`config.mk`:
```
export PLATFORM = sky130hd
export DESIGN_NAME = bpsk_demodulator
export DESIGN_NICKNAME = d
export VERILOG_FILES = /design/src/rtl/bpsk_demodulator.sv
export SDC_FILE = /design/constraint.sdc
export NUM_CORES = 1
export LEC_CHECK = 0
export BUFFER_PORTS_ARGS = -buffer_cell sky130_fd_sc_hd__buf_2
export CELL_PAD_IN_SITES_DETAIL_PLACEMENT = 1
export CELL_PAD_IN_SITES_GLOBAL_PLACEMENT = 1
export CORE_MARGIN = 5
export CORE_UTILIZATION = 45
export CTS_CLUSTER_DIAMETER = 30
export DETAILED_ROUTE_END_ITERATION = 8
export HOLD_SLACK_MARGIN = 0.1
export PLACE_DENSITY_LB_ADDON = 0.1
export SYNTH_ARGS = -nofsm -noshare
export SYNTH_HDL_FRONTEND = slang
export SYNTH_SLANG_ARGS = --single-unit
```
`constraint.sdc`:
```
create_clock -name clk -period 4.6 [get_ports clk]
set_clock_uncertainty 0.2 [all_clocks]
set_input_delay 0.46 -clock clk [delete_from_list [all_inputs] [get_ports clk]]
set_output_delay 0.46 -clock clk [all_outputs]
set_load 0.05 [all_outputs]
```
`src/rtl/bpsk_demodulator.sv`:
```
// BPSK demodulator: square-reference correlation per symbol, MSB-first frame assembly into q with a one-cycle dv pulse.
// Latency: q/dv update on the edge accepting a frame's last sample; no backpressure, samples are taken whenever en=1.
// Optional BPSK_DEMODULATOR_MARGIN_EN adds output margin = min |acc| over the frame's decisions.
module bpsk_demodulator #(
  parameter int SAMPLE_NUMBER = 256,
  parameter int SAMPLE_WIDTH  = 12,
  parameter int DATA_WIDTH    = 12
) (
  input  logic                                           clk,
  input  logic                                           arst,
  input  logic                                           en,
  input  logic signed [SAMPLE_WIDTH-1:0]                 signal_in,
  output logic        [DATA_WIDTH-1:0]                   q,
  output logic                                           dv
`ifdef BPSK_DEMODULATOR_MARGIN_EN
  ,
  output logic [SAMPLE_WIDTH+$clog2(SAMPLE_NUMBER):0]    margin
`endif
);

  localparam int ACC_W = SAMPLE_WIDTH + $clog2(SAMPLE_NUMBER) + 1;
  localparam int SW    = $clog2(SAMPLE_NUMBER);
  localparam int BW    = (DATA_WIDTH > 1) ? $clog2(DATA_WIDTH) : 1;

  typedef enum logic {IDLE, RUN} state_t;

  state_t                  state;
  logic [SW-1:0]           s;
  logic [BW-1:0]           b;
  logic signed [ACC_W-1:0] acc;
  logic [DATA_WIDTH-1:0]   frame;

  logic signed [ACC_W-1:0] sample_ext;
  logic signed [ACC_W-1:0] acc_sum;
  logic                    bit_dec;
  logic [DATA_WIDTH-1:0]   frame_next;
  logic                    last_sample;
  logic                    last_symbol;

  always_comb begin
    sample_ext  = {{(ACC_W-SAMPLE_WIDTH){signal_in[SAMPLE_WIDTH-1]}}, signal_in};
    // s MSB set means the second half of the carrier period, where the reference is -1
    acc_sum     = s[SW-1] ? (acc - sample_ext) : (acc + sample_ext);
    bit_dec     = ~acc_sum[ACC_W-1];
    frame_next  = DATA_WIDTH'({frame, bit_dec});
    last_sample = (s == SW'(SAMPLE_NUMBER - 1));
    last_symbol = (b == BW'(DATA_WIDTH - 1));
  end

`ifdef BPSK_DEMODULATOR_MARGIN_EN
  logic [ACC_W-1:0] abs_acc;
  logic [ACC_W-1:0] min_run;
  logic [ACC_W-1:0] min_next;

  always_comb begin
    abs_acc  = acc_sum[ACC_W-1] ? ACC_W'(-acc_sum) : ACC_W'(acc_sum);
    min_next = ((b == '0) || (abs_acc < min_run)) ? abs_acc : min_run;
  end
`endif

  always_ff @(posedge clk) begin
    if (!arst) begin
      state <= IDLE;
      s     <= '0;
      b     <= '0;
      acc   <= '0;
      frame <= '0;
      q     <= '0;
      dv    <= 1'b0;
`ifdef BPSK_DEMODULATOR_MARGIN_EN
      min_run <= '0;
      margin  <= '0;
`endif
    end else begin
      dv <= 1'b0;
      case (state)
        IDLE:    if (en) state <= RUN;
        RUN:     state <= RUN;
        default: state <= IDLE;
      endcase
      // the first sample seen in IDLE is already sample 0, so the datapath runs in both states
      if (en) begin
        if (last_sample) begin
          s     <= '0;
          acc   <= '0;
          frame <= frame_next;
`ifdef BPSK_DEMODULATOR_MARGIN_EN
          min_run <= min_next;
`endif
          if (last_symbol) begin
            b  <= '0;
            q  <= frame_next;
            dv <= 1'b1;
`ifdef BPSK_DEMODULATOR_MARGIN_EN
            margin <= min_next;
`endif
          end else begin
            b <= b + 1'b1;
          end
        end else begin
          s   <= s + 1'b1;
          acc <= acc_sum;
        end
      end
    end
  end

endmodule

```
==> flow_summary.yaml <==
critical_path:
  path_buf_inv: 1
  max_stage_delay_ns: 0.61
  worstReg2RegStart: "s[7]"
  cp_slowest_cell: "a2111oi_0"
  r2r_end: "acc[20]"
  critPathTopFamily: "compound AO/OA/AOI/OAI gates"
  path_cells: "buf_2 > or3_1 > or3_1 > nor3_1 > a31oi_1 > xnor2_1 > ha_1 > a21oi_1 > o21ai_0 > a2111oi_0 > o311ai_1 > mux2_2 > nand2_1"
  start_kind: "input port"
  path_class: "in -> reg"
  rr_worst_depth: 8
  crit_path_frequent_cell: "or3_1"
  crit_required_ns: 4.69
  crit_start: "signal_in[4]"
  cp-end-kind: "flip-flop"
  rrSetupSlack_ns: 1.08
  worstPathArrival_ns: 4.00
  crit_fanout: 7
global_routing:
  grt_use_total_pct: 20.0
  grt_pass1_vias: 3322
  overflow: 0
  grt_pass1_wl_um: 15800
  grt_max_degree: 26
  antenna_found_initial: 0
sta:
  max_freq_mhz: 256
  rsz0062_at_grt: "no"
  timing.final.crit_share_pct: 85.1
  hold_violations: 0
  worstMarginPinSlew_ns: 1.11
  fin_hold_ws_ns: 0.253
  setup_violations: 0
  slew_headroom_pct: 25.7
  drv_slew: 0
  tns_ns: 0
  period_needed_ns: 3.91
final_layout:
  layout-drive-gt1-share_pct: 11.7
  finalNonFillerCells: 556
  fillers: 954
  final_cell_area_sq_um: 3890
  fin_nets: 488
  n_antenna_cell: 0
  area_growth_pct: 11.7
floorplanning:
  die_area_sq_um: 9600
  rows: 32
  core_area_sq_um: 7650
  dieHeight_um: 98.0
  initial_core_util_pct: 45.5
  boundaryPins: 28
  fp.dieW_um: 98.0
outcome:
  outcome: "completed"
logic_synthesis:
  synth-seq-cells: 57
  synth_top_area_share_pct: 32.8
  ys.warnings.count: 0
  netlist_instances: 425
  yosys.cell_types.count: 53
  netlist_top_cells_count: "dfxtp_1, nand2_1, nor2_1"
  synth-main-ff-cell: "dfxtp_1"
  ys_seq_area_share_pct: 32.8
  postSynth.asyncResetShare_pct: 0
  syn_area_sq_um: 3480
  synth_edf_count: 0
  yosys.area.top_type: "dfxtp_1"
  netlist_top_cells_area: "dfxtp_1, ha_1, nand2_1, a21oi_1, xnor2_1"
  synthesis.nets: 464
  avgSynthCellArea_sq_um: 8.20
routing:
  num_vias: 3202
  drtIter0Drc: 134
  drc: 0
  viasPerCell: 5.76
  routedWlPerCell_um: 16.5
  wl_um: 9190
  drt-pass1-iter-count: 4
  drt.antenna.violating_nets: 0
place:
  port-buffer-count: 27
  dpl_cell_area_sq_um: 3700
  numPlacedInstances: 540
  place_congestion: 0.838
  hpwlAfterDp_um: 6890
worst_hold_path:
  hold_class: "in -> reg"
  worstHoldEndpoint: "acc[0]"
  holdPathStages: 2
  worstHoldStart: "arst"
flow_run:
  cap_viol_max_count: 0
cts:
  cts_buffers: 9
  cts_hold_buf: 0
  cts_setup_buffers: 0
  clk_pin_slew_worst_paths_ns: 0.08
  cts-root-buf: "clkbuf_8"
  cts-htree-levels: 3
  cts_tree: "yes"
  cts.path.max_buffers: 2
  clock_sinks: 57
  clk_latency_ns: 0.34
  post_cts_resize_count: 0
pwr:
  power.density_nw_per_um2: 357
  p_leak_uw: 0.00168
  ir_worst_vdd_v: 0.000136
sequential cells by signal, indices dropped and copies added (netlist names):
| signal | cells |
|---|---|
| acc | 21 |
| q | 12 |
| frame | 11 |
| s | 8 |
| b | 4 |
| dv | 1 |
worst max path at each step:
stage | to | slack (ns) | cells after the start
floorplan | acc[18] | 0.92 | 12
CTS | acc[18] | 0.73 | 13
finish | acc[18] | 0.69 | 13
detailed placement | acc[18] | 0.37 | 13
global placement | acc[18] | 0.49 | 13
global route | acc[18] | 0.36 | 13
layer usage:
metal  wire (um)  GRT usage, %
met1        4370          26.4
met2        4310          32.4
met3         319          4.07
met4         188          6.92
met5           0             0
area by class of cell:
type                       count  area, sq um  area share (%)
sequential                    57         1140            29.3
clock buffer                  10          128            3.28
tap                          102          128            3.28
timing repair buffer          29          150            3.86
clock inverter                 6         67.6            1.74
inverter                      18         67.6            1.74
multi-input combinational    334         2210            56.8
power breakdown:
| group | leakage [uW] | internal (uW) | total, uW | switching, uW |
|---|---|---|---|---|
| Sequential | 0.000464 | 524 | 544 | 19.5 |
| Clock | 0.0000929 | 252 | 471 | 219 |
| Combinational | 0.00112 | 153 | 376 | 223 |
| Total | 0.00168 | 930 | 1390 | 461 |
through the flow:
| stage | setup WS [ns] | util, % | total power, uW |
|---|---|---|---|
| floorplan | 0.917 | - | 836 |
| global placement | 0.492 | 48.3 | 915 |
| detailed placement | 0.366 | 48.3 | 926 |
| CTS | 0.727 | 50.9 | 1400 |
| global route | 0.365 | 50.9 | 1480 |
| finish | 0.686 | 50.9 | 1390 |
placed cells by master, fill, tap and decap left out, types with 3 or more instances in the layout:
cell type / instances
or3_1: 6
nor3_1: 9
xor2_1: 11
mux2i_1: 7
and3_1: 8
a22o_1: 12
dfxtp_1: 57
inv_1: 17
a211oi_1: 3
ha_1: 23
a21boi_2: 3
nor2b_1: 5
a21o_1: 13
nand2_1: 57
o21ai_0: 6
o31ai_1: 3
nand4_1: 6
nor2_1: 37
a21oi_1: 34
a31oi_1: 4
and4_1: 3
a32o_1: 4
nand2b_1: 3
nand3_1: 8
o21ai_1: 11
clkbuf_8: 9
a2bb2oi_1: 3
o211ai_1: 4
buf_2: 27
xnor2_1: 17
and2_1: 7
cell families (layout without fill, tap and decap cells):
kind of cell / count (synthesis) / count (layout) / share of synthesized area [%]
AO/OA/AOI/OAI: 121 / 121 / 24.6
XOR/XNOR: 28 / 28 / 7.04
adder cells (fa/ha/maj): 24 / 24 / 8.84
buffers and inverters: 34 / 63 / 3.77
flip-flops: 57 / 57 / 32.8
multiplexers: 9 / 9 / 2.66
AND/OR/NAND/NOR: 152 / 152 / 20.4
No activity file was read; power rests on OpenSTA's default activity.
